[src/rtl/fc_batch_sequencer_pkg.sv]
// Shared definitions for the FC mini-batch sequencer: state encoding and
// default layer geometry with the word counts derived from it.
package fc_batch_sequencer_pkg;

  localparam int FRT_CELL_DEF   = 14;
  localparam int MID_CELL_DEF   = 10;
  localparam int BCK_CELL_DEF   = 5;
  localparam int BATCH_SIZE_DEF = 32;
  localparam int X_WORDS_DEF    = FRT_CELL_DEF * FRT_CELL_DEF;
  localparam int W1_WORDS_DEF   = X_WORDS_DEF * MID_CELL_DEF;
  localparam int W2_WORDS_DEF   = MID_CELL_DEF * BCK_CELL_DEF;
  localparam int ANS_WORDS_DEF  = 10;

  typedef enum logic [3:0] {
    ST_IDLE     = 4'd0,
    ST_LD_W1    = 4'd1,
    ST_LD_W2    = 4'd2,
    ST_LD_X     = 4'd3,
    ST_LD_ANS   = 4'd4,
    ST_FWD      = 4'd5,
    ST_BCK_GO   = 4'd6,
    ST_BCK_WAIT = 4'd7,
    ST_BAT_GO   = 4'd8,
    ST_BAT_WAIT = 4'd9,
    ST_DONE     = 4'd10
  } state_t;

  function automatic logic is_load_state(input state_t s);
    return (s == ST_LD_W1) || (s == ST_LD_W2) || (s == ST_LD_X) || (s == ST_LD_ANS);
  endfunction

endpackage

[src/rtl/fc_batch_sequencer_if.sv]
// Upstream word stream plus the FC external write port.
// Handshake: a src word transfers on every rising clk edge where src_valid & src_ready;
// the source holds src_data stable while src_valid is high and src_ready is low.
interface fc_batch_sequencer_if;
  logic        src_valid;
  logic [15:0] src_data;
  logic        src_ready;
  logic        ex_we;
  logic [15:0] ex_value;
  logic [15:0] ex_addr;

  modport master (
    output src_valid, src_data,
    input  src_ready, ex_we, ex_value, ex_addr
  );

  modport slave (
    input  src_valid, src_data,
    output src_ready, ex_we, ex_value, ex_addr
  );
endinterface

[src/rtl/fc_word_counter.sv]
// Load-word counter: counts accepted beats up to a terminal value, then wraps to 0.
module fc_word_counter #(
  parameter int WIDTH = 16
) (
  input  logic             clk,
  input  logic             rst_n,
  input  logic             clr,
  input  logic             en,
  input  logic [WIDTH-1:0] term,
  output logic [WIDTH-1:0] count,
  output logic             tc
);

  assign tc = (count == term);

  always_ff @(posedge clk or negedge rst_n) begin
    if (!rst_n) begin
      count <= '0;
    end else if (clr) begin
      count <= '0;
    end else if (en) begin
      count <= tc ? '0 : count + 1'b1;
    end
  end

endmodule

[src/rtl/fc_batch_sequencer.sv]
// Mini-batch controller: optional weight load, then per sample load X / label,
// forward, back-prop; closes the batch with the batch_end handshake.
module fc_batch_sequencer
  import fc_batch_sequencer_pkg::*;
#(
  parameter int FRT_CELL   = FRT_CELL_DEF,
  parameter int MID_CELL   = MID_CELL_DEF,
  parameter int BCK_CELL   = BCK_CELL_DEF,
  parameter int BATCH_SIZE = BATCH_SIZE_DEF,
  parameter int X_WORDS    = FRT_CELL * FRT_CELL,
  parameter int W1_WORDS   = X_WORDS * MID_CELL,
  parameter int W2_WORDS   = MID_CELL * BCK_CELL,
  parameter int ANS_WORDS  = ANS_WORDS_DEF
) (
  input  logic                  clk,
  input  logic                  reset_n,
  input  logic                  start,
  input  logic                  load_w,
  input  logic                  abort,
  fc_batch_sequencer_if.slave   bus,
  output logic                  weight1,
  output logic                  weight2,
  output logic                  right_answer,
  output logic                  enable,
  output logic                  bck_prop_start,
  output logic                  batch_end,
  input  logic                  all_end,
  input  logic                  fc_bck_prop_end,
  input  logic                  fc_batch_end,
  output logic                  busy,
  output logic                  done,
  output logic [15:0]           sample_idx,
  output state_t                dbg_state
);

  localparam logic [15:0] W1_LAST   = 16'(W1_WORDS - 1);
  localparam logic [15:0] W2_LAST   = 16'(W2_WORDS - 1);
  localparam logic [15:0] X_LAST    = 16'(X_WORDS - 1);
  localparam logic [15:0] ANS_LAST  = 16'(ANS_WORDS - 1);
  localparam logic [15:0] LAST_SAMP = 16'(BATCH_SIZE - 1);

  state_t      state, state_nxt;
  logic        loading;
  logic        beat;
  logic        beat_last;
  logic        word_tc;
  logic        word_clr;
  logic [15:0] word_cnt;
  logic [15:0] word_term;
  logic        last_sample;

  assign loading     = is_load_state(state);
  assign beat        = bus.src_valid & loading;
  assign beat_last   = beat & word_tc;
  assign last_sample = (sample_idx == LAST_SAMP);
  assign word_clr    = abort | (state == ST_IDLE);

  always_comb begin
    word_term = '0;
    unique case (state)
      ST_LD_W1:  word_term = W1_LAST;
      ST_LD_W2:  word_term = W2_LAST;
      ST_LD_X:   word_term = X_LAST;
      ST_LD_ANS: word_term = ANS_LAST;
      default:   word_term = '0;
    endcase
  end

  fc_word_counter #(.WIDTH(16)) u_word_counter (
    .clk   (clk),
    .rst_n (reset_n),
    .clr   (word_clr),
    .en    (beat),
    .term  (word_term),
    .count (word_cnt),
    .tc    (word_tc)
  );

  always_ff @(posedge clk or negedge reset_n) begin
    if (!reset_n) begin
      state <= ST_IDLE;
    end else begin
      state <= state_nxt;
    end
  end

  // Completion inputs only matter in their own wait state; abort overrides everything.
  always_comb begin
    state_nxt = state;
    unique case (state)
      ST_IDLE:     if (start) state_nxt = load_w ? ST_LD_W1 : ST_LD_X;
      ST_LD_W1:    if (beat_last) state_nxt = ST_LD_W2;
      ST_LD_W2:    if (beat_last) state_nxt = ST_LD_X;
      ST_LD_X:     if (beat_last) state_nxt = ST_LD_ANS;
      ST_LD_ANS:   if (beat_last) state_nxt = ST_FWD;
      ST_FWD:      if (all_end) state_nxt = ST_BCK_GO;
      ST_BCK_GO:   state_nxt = ST_BCK_WAIT;
      ST_BCK_WAIT: if (fc_bck_prop_end) state_nxt = last_sample ? ST_BAT_GO : ST_LD_X;
      ST_BAT_GO:   state_nxt = ST_BAT_WAIT;
      ST_BAT_WAIT: if (fc_batch_end) state_nxt = ST_DONE;
      ST_DONE:     state_nxt = ST_IDLE;
      default:     state_nxt = ST_IDLE;
    endcase
    if (abort) state_nxt = ST_IDLE;
  end

  always_comb begin
    weight1        = 1'b0;
    weight2        = 1'b0;
    right_answer   = 1'b0;
    enable         = 1'b0;
    bck_prop_start = 1'b0;
    batch_end      = 1'b0;
    done           = 1'b0;
    busy           = (state != ST_IDLE);
    unique case (state)
      ST_LD_W1:  weight1        = 1'b1;
      ST_LD_W2:  weight2        = 1'b1;
      ST_LD_ANS: right_answer   = 1'b1;
      ST_FWD:    enable         = 1'b1;
      ST_BCK_GO: bck_prop_start = 1'b1;
      ST_BAT_GO: batch_end      = 1'b1;
      ST_DONE:   done           = 1'b1;
      default:   ;
    endcase
  end

  // The write port is combinational so a beat accepted in the abort cycle still lands.
  assign bus.src_ready = loading;
  assign bus.ex_we     = beat;
  assign bus.ex_value  = loading ? bus.src_data : 16'h0000;
  assign bus.ex_addr   = word_cnt;
  assign dbg_state     = state;

  always_ff @(posedge clk or negedge reset_n) begin
    if (!reset_n) begin
      sample_idx <= '0;
    end else if (abort) begin
      sample_idx <= '0;
    end else if ((state == ST_IDLE) && start) begin
      sample_idx <= '0;
    end else if ((state == ST_BCK_WAIT) && fc_bck_prop_end && !last_sample) begin
      sample_idx <= sample_idx + 16'd1;
    end
  end

endmodule
[src/flat_wrapper.sv]
// flat-port wrapper written by rule: the top's interface ports become plain ports
module fc_batch_sequencer_flat import fc_batch_sequencer_pkg::*;
#(
  parameter int FRT_CELL   = FRT_CELL_DEF,
  parameter int MID_CELL   = MID_CELL_DEF,
  parameter int BCK_CELL   = BCK_CELL_DEF,
  parameter int BATCH_SIZE = BATCH_SIZE_DEF,
  parameter int X_WORDS    = FRT_CELL * FRT_CELL,
  parameter int W1_WORDS   = X_WORDS * MID_CELL,
  parameter int W2_WORDS   = MID_CELL * BCK_CELL,
  parameter int ANS_WORDS  = ANS_WORDS_DEF
)
  (clk, reset_n, start, load_w, abort, weight1, weight2, right_answer, enable, bck_prop_start, batch_end, all_end, fc_bck_prop_end, fc_batch_end, busy, done, sample_idx, dbg_state, bus_src_valid, bus_src_data, bus_src_ready, bus_ex_we, bus_ex_value, bus_ex_addr);
  fc_batch_sequencer_if bus_i ();
  input  logic clk;
  input  logic reset_n;
  input  logic start;
  input  logic load_w;
  input  logic abort;
  output logic weight1;
  output logic weight2;
  output logic right_answer;
  output logic enable;
  output logic bck_prop_start;
  output logic batch_end;
  input  logic all_end;
  input  logic fc_bck_prop_end;
  input  logic fc_batch_end;
  output logic busy;
  output logic done;
  output logic [15:0] sample_idx;
  output state_t dbg_state;
  input wire logic [$bits(bus_i.src_valid)-1:0] bus_src_valid;
  input wire logic [$bits(bus_i.src_data)-1:0] bus_src_data;
  output wire logic [$bits(bus_i.src_ready)-1:0] bus_src_ready;
  output wire logic [$bits(bus_i.ex_we)-1:0] bus_ex_we;
  output wire logic [$bits(bus_i.ex_value)-1:0] bus_ex_value;
  output wire logic [$bits(bus_i.ex_addr)-1:0] bus_ex_addr;
  assign bus_i.src_valid = bus_src_valid;
  assign bus_i.src_data = bus_src_data;
  assign bus_src_ready = bus_i.src_ready;
  assign bus_ex_we = bus_i.ex_we;
  assign bus_ex_value = bus_i.ex_value;
  assign bus_ex_addr = bus_i.ex_addr;
  fc_batch_sequencer #(.FRT_CELL(FRT_CELL), .MID_CELL(MID_CELL), .BCK_CELL(BCK_CELL), .BATCH_SIZE(BATCH_SIZE), .X_WORDS(X_WORDS), .W1_WORDS(W1_WORDS), .W2_WORDS(W2_WORDS), .ANS_WORDS(ANS_WORDS)) u_core (.clk(clk), .reset_n(reset_n), .start(start), .load_w(load_w), .abort(abort), .bus(bus_i), .weight1(weight1), .weight2(weight2), .right_answer(right_answer), .enable(enable), .bck_prop_start(bck_prop_start), .batch_end(batch_end), .all_end(all_end), .fc_bck_prop_end(fc_bck_prop_end), .fc_batch_end(fc_batch_end), .busy(busy), .done(done), .sample_idx(sample_idx), .dbg_state(dbg_state));
endmodule
[config.mk]
export PLATFORM = sky130hd
export DESIGN_NAME = fc_batch_sequencer_flat
export DESIGN_NICKNAME = d
export VERILOG_FILES = /design/src/rtl/fc_batch_sequencer_pkg.sv /design/src/rtl/fc_batch_sequencer_if.sv /design/src/rtl/fc_word_counter.sv /design/src/rtl/fc_batch_sequencer.sv /design/src/flat_wrapper.sv
export SDC_FILE = /design/constraint.sdc
export NUM_CORES = 1
export LEC_CHECK = 0
export BUFFER_PORTS_ARGS = -buffer_cell sky130_fd_sc_hd__buf_2
export CAP_MARGIN = 20
export CELL_PAD_IN_SITES_DETAIL_PLACEMENT = 2
export CELL_PAD_IN_SITES_GLOBAL_PLACEMENT = 2
export CORE_ASPECT_RATIO = 1.25
export CORE_MARGIN = 2
export CORE_UTILIZATION = 26
export DETAILED_ROUTE_END_ITERATION = 7
export PLACE_DENSITY = 0.78
export SLEW_MARGIN = 20
export SYNTH_ARGS = -nofsm -noshare
export SYNTH_HDL_FRONTEND = slang
export SYNTH_SLANG_ARGS = --single-unit
[constraint.sdc]
create_clock -name clk -period 2.3 [get_ports clk]
set_clock_uncertainty 0.05 [all_clocks]
set_input_delay 0.23 -clock clk [delete_from_list [all_inputs] [get_ports clk]]
set_output_delay 0.23 -clock clk [all_outputs]
set_load 0.03 [all_outputs]
Word-level counts from Yosys, hierarchy flattened
Cells that the tools add are included.
Operators by class
  add/sub/neg operators: 2
  eq/ne operators: 20
  muxes and demuxes: 27
  bitwise logic cells: 3
  reductions and logical operators: 12
Operators with widths (count)
  $mux W16: 7
  $pmux W11 S4: 1
  $mux W4: 10
  $pmux W4 S10: 1
  $add A16 B1 Y16 const B: 2
  $eq A16 B11 Y1: 1
  $eq A16 B5 Y1 const B: 1
  $eq A4 B3 Y1 const B: 4
  $eq A4 B4 Y1 const B: 3
  $ne A3 B2 Y1 const B: 4
  $ne A3 B3 Y1 const B: 4
  $eq A4 B2 Y1 const B: 2
  $reduce_and A8 Y1: 1
  $mux W1: 7
  $eq A4 B1 Y1 const B: 1
  $logic_not A4 Y1: 1
  $reduce_bool A4 Y1: 1
  $logic_and A1 B1 Y1: 3
  $logic_or A1 B1 Y1: 3
  $reduce_bool A3 Y1: 1
  $and A1 B1 Y1: 2
  $mux W2: 1
  $reduce_bool A2 Y1: 1
  $logic_not A1 Y1: 1
  $or A1 B1 Y1: 1
Storage, ports and cells
  register bits: 36
  bits of input ports: 25
  output and inout port bits: 62
  word-level logic and storage cells: 67

Logic depth before layout (Yosys ltp)
  depth in word-level cells: 9
  gate-level depth with buffers: 8
  mapped depth without buffers: 7

Cells and area by module
Synthesis repeated with hierarchy kept, for this count alone.
Unflattened totals
  cell total of the unflattened synthesis: 313
  area total of the unflattened synthesis: 2745.1 um^2
Modules (own cells, without submodules)
  fc_batch_sequencer: instances 1, cells an instance 184, area each 1488.9 um^2, sequential area each 500.5 um^2
  fc_word_counter: instances 1, cells an instance 129, area each 1256.2 um^2, sequential area each 400.4 um^2

Worst setup path before layout
No wires, ideal clock.
  kind: register to register
  start: register u_core.state[2] (netlist: u_core.dbg_state[2])
  end: register u_core.u_word_counter.count[6]
  library setup time: 0.119 ns
  arrival time: 2.587 ns
  data required time: 2.131 ns
  slack: -0.457 ns
  stages on the path, launching flop included: 9
  path buffers: 2
  period minus slack after synthesis: 2.757 ns
  path through: dfrtp_1 -> buf_6 -> nor4b_2 -> mux2i_1 -> a211o_1 -> or3_1 -> o21ai_2 -> buf_6 -> nor2_1
On the way
  word-level cells in the longest chain between the ends: 6
  elaborated cells on any way between the ends: 16
  those cells by class: eq/ne: 5; mux: 4; bitwise: 2; reduce/logical: 5
RTL lines
  start, declared: RTL line fc_batch_sequencer.sv:42  | state_t state, state_nxt;
  start signal, assigned: RTL line fc_batch_sequencer.sv:83  | state <= state_nxt;
  $eq A4 B3 Y1, or another cell as far along: RTL line fc_batch_sequencer_pkg.sv:29, fc_batch_sequencer.sv:60
  $pmux W11 S4 or $logic_or A1 B1 Y1 (tied branches): RTL line fc_batch_sequencer.sv:60, fc_batch_sequencer_pkg.sv:29
  $eq A16 B11 Y1 or $logic_or A1 B1 Y1 (tied branches): RTL line fc_word_counter.sv:14, fc_batch_sequencer_pkg.sv:29
  $mux W16 or $logic_or A1 B1 Y1 (tied branches): RTL line fc_word_counter.sv:22, fc_batch_sequencer_pkg.sv:29
  $mux W16 or $and A1 B1 Y1 (tied branches): RTL line fc_word_counter.sv:21, fc_batch_sequencer.sv:53
  $mux W16 or $reduce_bool A2 Y1 (tied branches)
  end signal, assigned: RTL line fc_word_counter.sv:22  | count <= tc ? '0 : count + 1'b1;
  end, declared: RTL line fc_word_counter.sv:10  | output logic [WIDTH-1:0] count,
Parallel ways exist; a longest one is shown, timed or not. The select of a mux whose other input is x is not followed.
A chain may end at the register's enable or synchronous reset.

Final worst setup path
  start: register u_core.state[1] (netlist: u_core.dbg_state[1])
  end: register u_core.u_word_counter.count[3]
The elaborated chain is that of the path after synthesis.

==> impl_metrics.py <==
metrics = {
    "hold_path": {
        "hold_path_class": "in -> reg",
    },
    "place": {
        "port_buffers": 86,
        "placedCellCount": 519,
        "place_congestion": 0.801,
        "hpwl_um": 7230,
        "postPlaceCellArea_um2": 3250,
    },
    "timing": {
        "fin_crit_sh": 1.03,
        "period_minus_slack_ns": 2.37,
        "slew_violations": 0,
        "hold_viol": 0,
        "grt_setup_unrepaired": "yes",
        "setup_violations": 16,
        "slew_headroom": 0.368,
        "max_clock_freq_mhz": 421,
        "tightest_slew_ns": 0.948,
        "setup_ws_ns": -0.0726,
    },
    "global_routing": {
        "grt_max_degree": 25,
        "grt_pass1_vias": 3011,
        "grt-ovfl-total": 0,
        "grt_usage": 0.196,
        "grt_pass1_wl_um": 16100,
        "antenna_found_initial": 0,
    },
    "drt": {
        "top_layer": "met4",
        "wirelength_um": 10300,
        "wl_per_cell_um": 19.2,
        "drt-pass1-iter-count": 4,
        "wl_met3_um": 469,
        "drc_errors": 0,
        "via_per_inst": 5.19,
        "ant_nets": 0,
        "num_vias": 2787,
        "drtIter0Drc": 91,
        "met1_length_um": 4020,
        "wl_met2_um": 5550,
    },
    "setup_path": {
        "reg2reg_slack_ns": -0.07,
        "cp.arrival_ns": 2.49,
        "critical_path_peak_fanout": 8,
        "endpoint_kind": "register",
        "worstSetupPathType": "reg -> reg",
        "cp-start-kind": "register",
        "crit_required_ns": 2.42,
    },
    "status": {
        "outcome": "complete, but fails checks",
        "violations": "setup timing",
    },
    "cts": {
        "clockRootBuffer": "clkbuf_16",
        "cts_tree": "yes",
        "cts_buffers": 5,
        "clock_latency_ns": 0.28,
        "cts_buffer_depth": 2,
        "clock-sinks": 36,
        "path_clk_slew_ns": 0.06,
        "cts-htree-levels": 2,
    },
    "finish": {
        "fin_nets": 440,
        "instances_no_fill": 537,
        "drive_gt1_frac": 0.452,
        "final_util": 0.406,
        "diodes": 0,
        "fillers": 1041,
        "area_growth_syn_to_layout_pct": 51.2,
        "fin_area_um2": 3740,
    },
    "logic_synthesis": {
        "synth_area_leaders": "dfrtp_1 36%, xnor2_1 7.1%, nor2_1 6.7%",
        "synth_fp_nets": 315,
        "synth_top_area_share": 0.364,
        "synth_edf_count": 0,
        "synth_ff_type": "dfrtp_1",
        "synth_warnings": 0,
        "synth_seq_cells": 36,
        "synth.distinct_cells": 55,
        "syn_area_um2": 2470,
        "yosysSeqAreaShare": 0.364,
        "yosys-top-cells-count": "44 x nor2_1, 36 x dfrtp_1, 20 x xnor2_1, 18 x nor3_1",
        "yosysTopAreaCell": "dfrtp_1",
        "synth-async-reset-ratio": 1.00,
        "synth_cells": 288,
        "synth.avg_cell_area_um2": 8.59,
        "post-synth-top-count-cell": "nor2_1",
    },
    "power": {
        "powerDensity_nw_per_um2": 962,
        "leakage_nw": 1.71,
        "peakVddDrop_mv": 0.326,
    },
    "floorplanning": {
        "initial_core_util": 0.268,
        "core-area_um2": 9220,
        "row_count": 39,
        "die_x_um": 91.3,
        "die_h_um": 113,
        "dieArea_um2": 10300,
        "io_pins": 87,
    },
    "run": {
        "drv_cap": 0,
    },
}
-- kinds of logic (layout without fill, tap and decap cells) --
group / Yosys count / after routing / synth area share
AO/OA/AOI/OAI: 45 / 45 / 0.131
XOR/XNOR: 25 / 25 / 0.0885
adder cells (fa/ha/maj): 2 / 2 / 0.0101
buffers and inverters: 23 / 149 / 0.0500
flip-flops: 36 / 36 / 0.364
multiplexers: 2 / 2 / 0.00809
AND/OR/NAND/NOR: 155 / 155 / 0.348
-- routing by layer --
layer | vias up | global-route usage
met5 | - | 0
met2 | 88 | 0.367
met4 | 0 | 0.0667
met1 | 1406 | 0.221
li1 | 1274 | -
met3 | 19 | 0.0360
-- what timing repair did --
| action | 4_1_cts | 5_1_grt |
|---|---|---|
| resized for setup | 22 | 37 |
| pin swaps | 9 | 17 |
| buffers inserted | 2 | 7 |
| endpoints found under the setup margin | 22 | 26 |
| hold endpoints to repair | 12 | 0 |
| hold buffers | 1 | 0 |
-- final cells by class --
type / instances / area, µm² / area share
Clock buffer: 6 / 129 / 0.0344
Clock inverter: 2 / 35.0 / 0.00936
Inverter: 9 / 33.8 / 0.00903
Multi-Input combinational cell: 229 / 1680 / 0.448
Sequential cell: 36 / 906 / 0.242
Tap cell: 123 / 154 / 0.0411
Timing Repair Buffer: 132 / 808 / 0.216
-- through the flow --
step | hold slack, ns | setup slack, ns | power [mW] | setup TNS [ns]
floorplan | -0.116 | -0.0907 | 1.86 | -0.985
global placement | 0.0891 | -0.0766 | 2.42 | -0.161
detailed placement | 0.0960 | -0.0820 | 2.48 | -0.725
CTS | 0.195 | -0.0375 | 3.39 | -0.329
global route | 0.218 | -0.155 | 3.79 | -2.66
finish | 0.197 | -0.0726 | 3.60 | -0.878
-- registers in the layout (all words and copies together) (netlist names) --
register,flops
u_core.sample_idx,16
u_core.u_word_counter.count,16
u_core.dbg_state,4
-- critical path: stages, from the launching register on --
cell	delay (ns)
dfrtp_2	0.46
buf_8	0.16
nor4b_4	0.34
mux2i_2	0.14
a211o_1	0.32
or3_4	0.39
o21ai_4	0.18
buf_6	0.17
nor2_2	0.05
-- path summary, 6_finish.rpt --
check | from | end | depth (start not counted)
min reg2reg | u_core.u_word_counter.count[15] | u_core.u_word_counter.count[15] | 2
max reg2reg | u_core.dbg_state[1] | u_core.u_word_counter.count[3] | 8
max in group asynchronous | reset_n | u_core.dbg_state[0] | 3
min | abort | u_core.dbg_state[3] | 2
max | u_core.dbg_state[1] | u_core.u_word_counter.count[3] | 8
min in group asynchronous | reset_n | u_core.u_word_counter.count[8] | 2
-- placed cells by master (no fill, tap or decap), drive strengths merged, types with 6 or more instances in the layout --
| master | synthesis | routed |
|---|---|---|
| xnor2 | 20 | 20 |
| clkbuf | 4 | 6 |
| nand3 | 10 | 10 |
| nor2 | 44 | 44 |
| a21oi | 8 | 8 |
| dfrtp | 36 | 36 |
| nor3 | 18 | 18 |
| and3 | 8 | 8 |
| inv | 9 | 9 |
| and2 | 16 | 16 |
| buf | 10 | 131 |
| nor4b | 6 | 6 |
| nand2 | 16 | 16 |
| nand4 | 6 | 6 |
-- where the power goes --
group | total [mW] | internal, mW | switching [mW]
sequential | 0.711 | 0.662 | 0.0489
clock | 0.773 | 0.510 | 0.264
combinational | 2.11 | 0.840 | 1.27
Power figures use the tool's default switching activity.
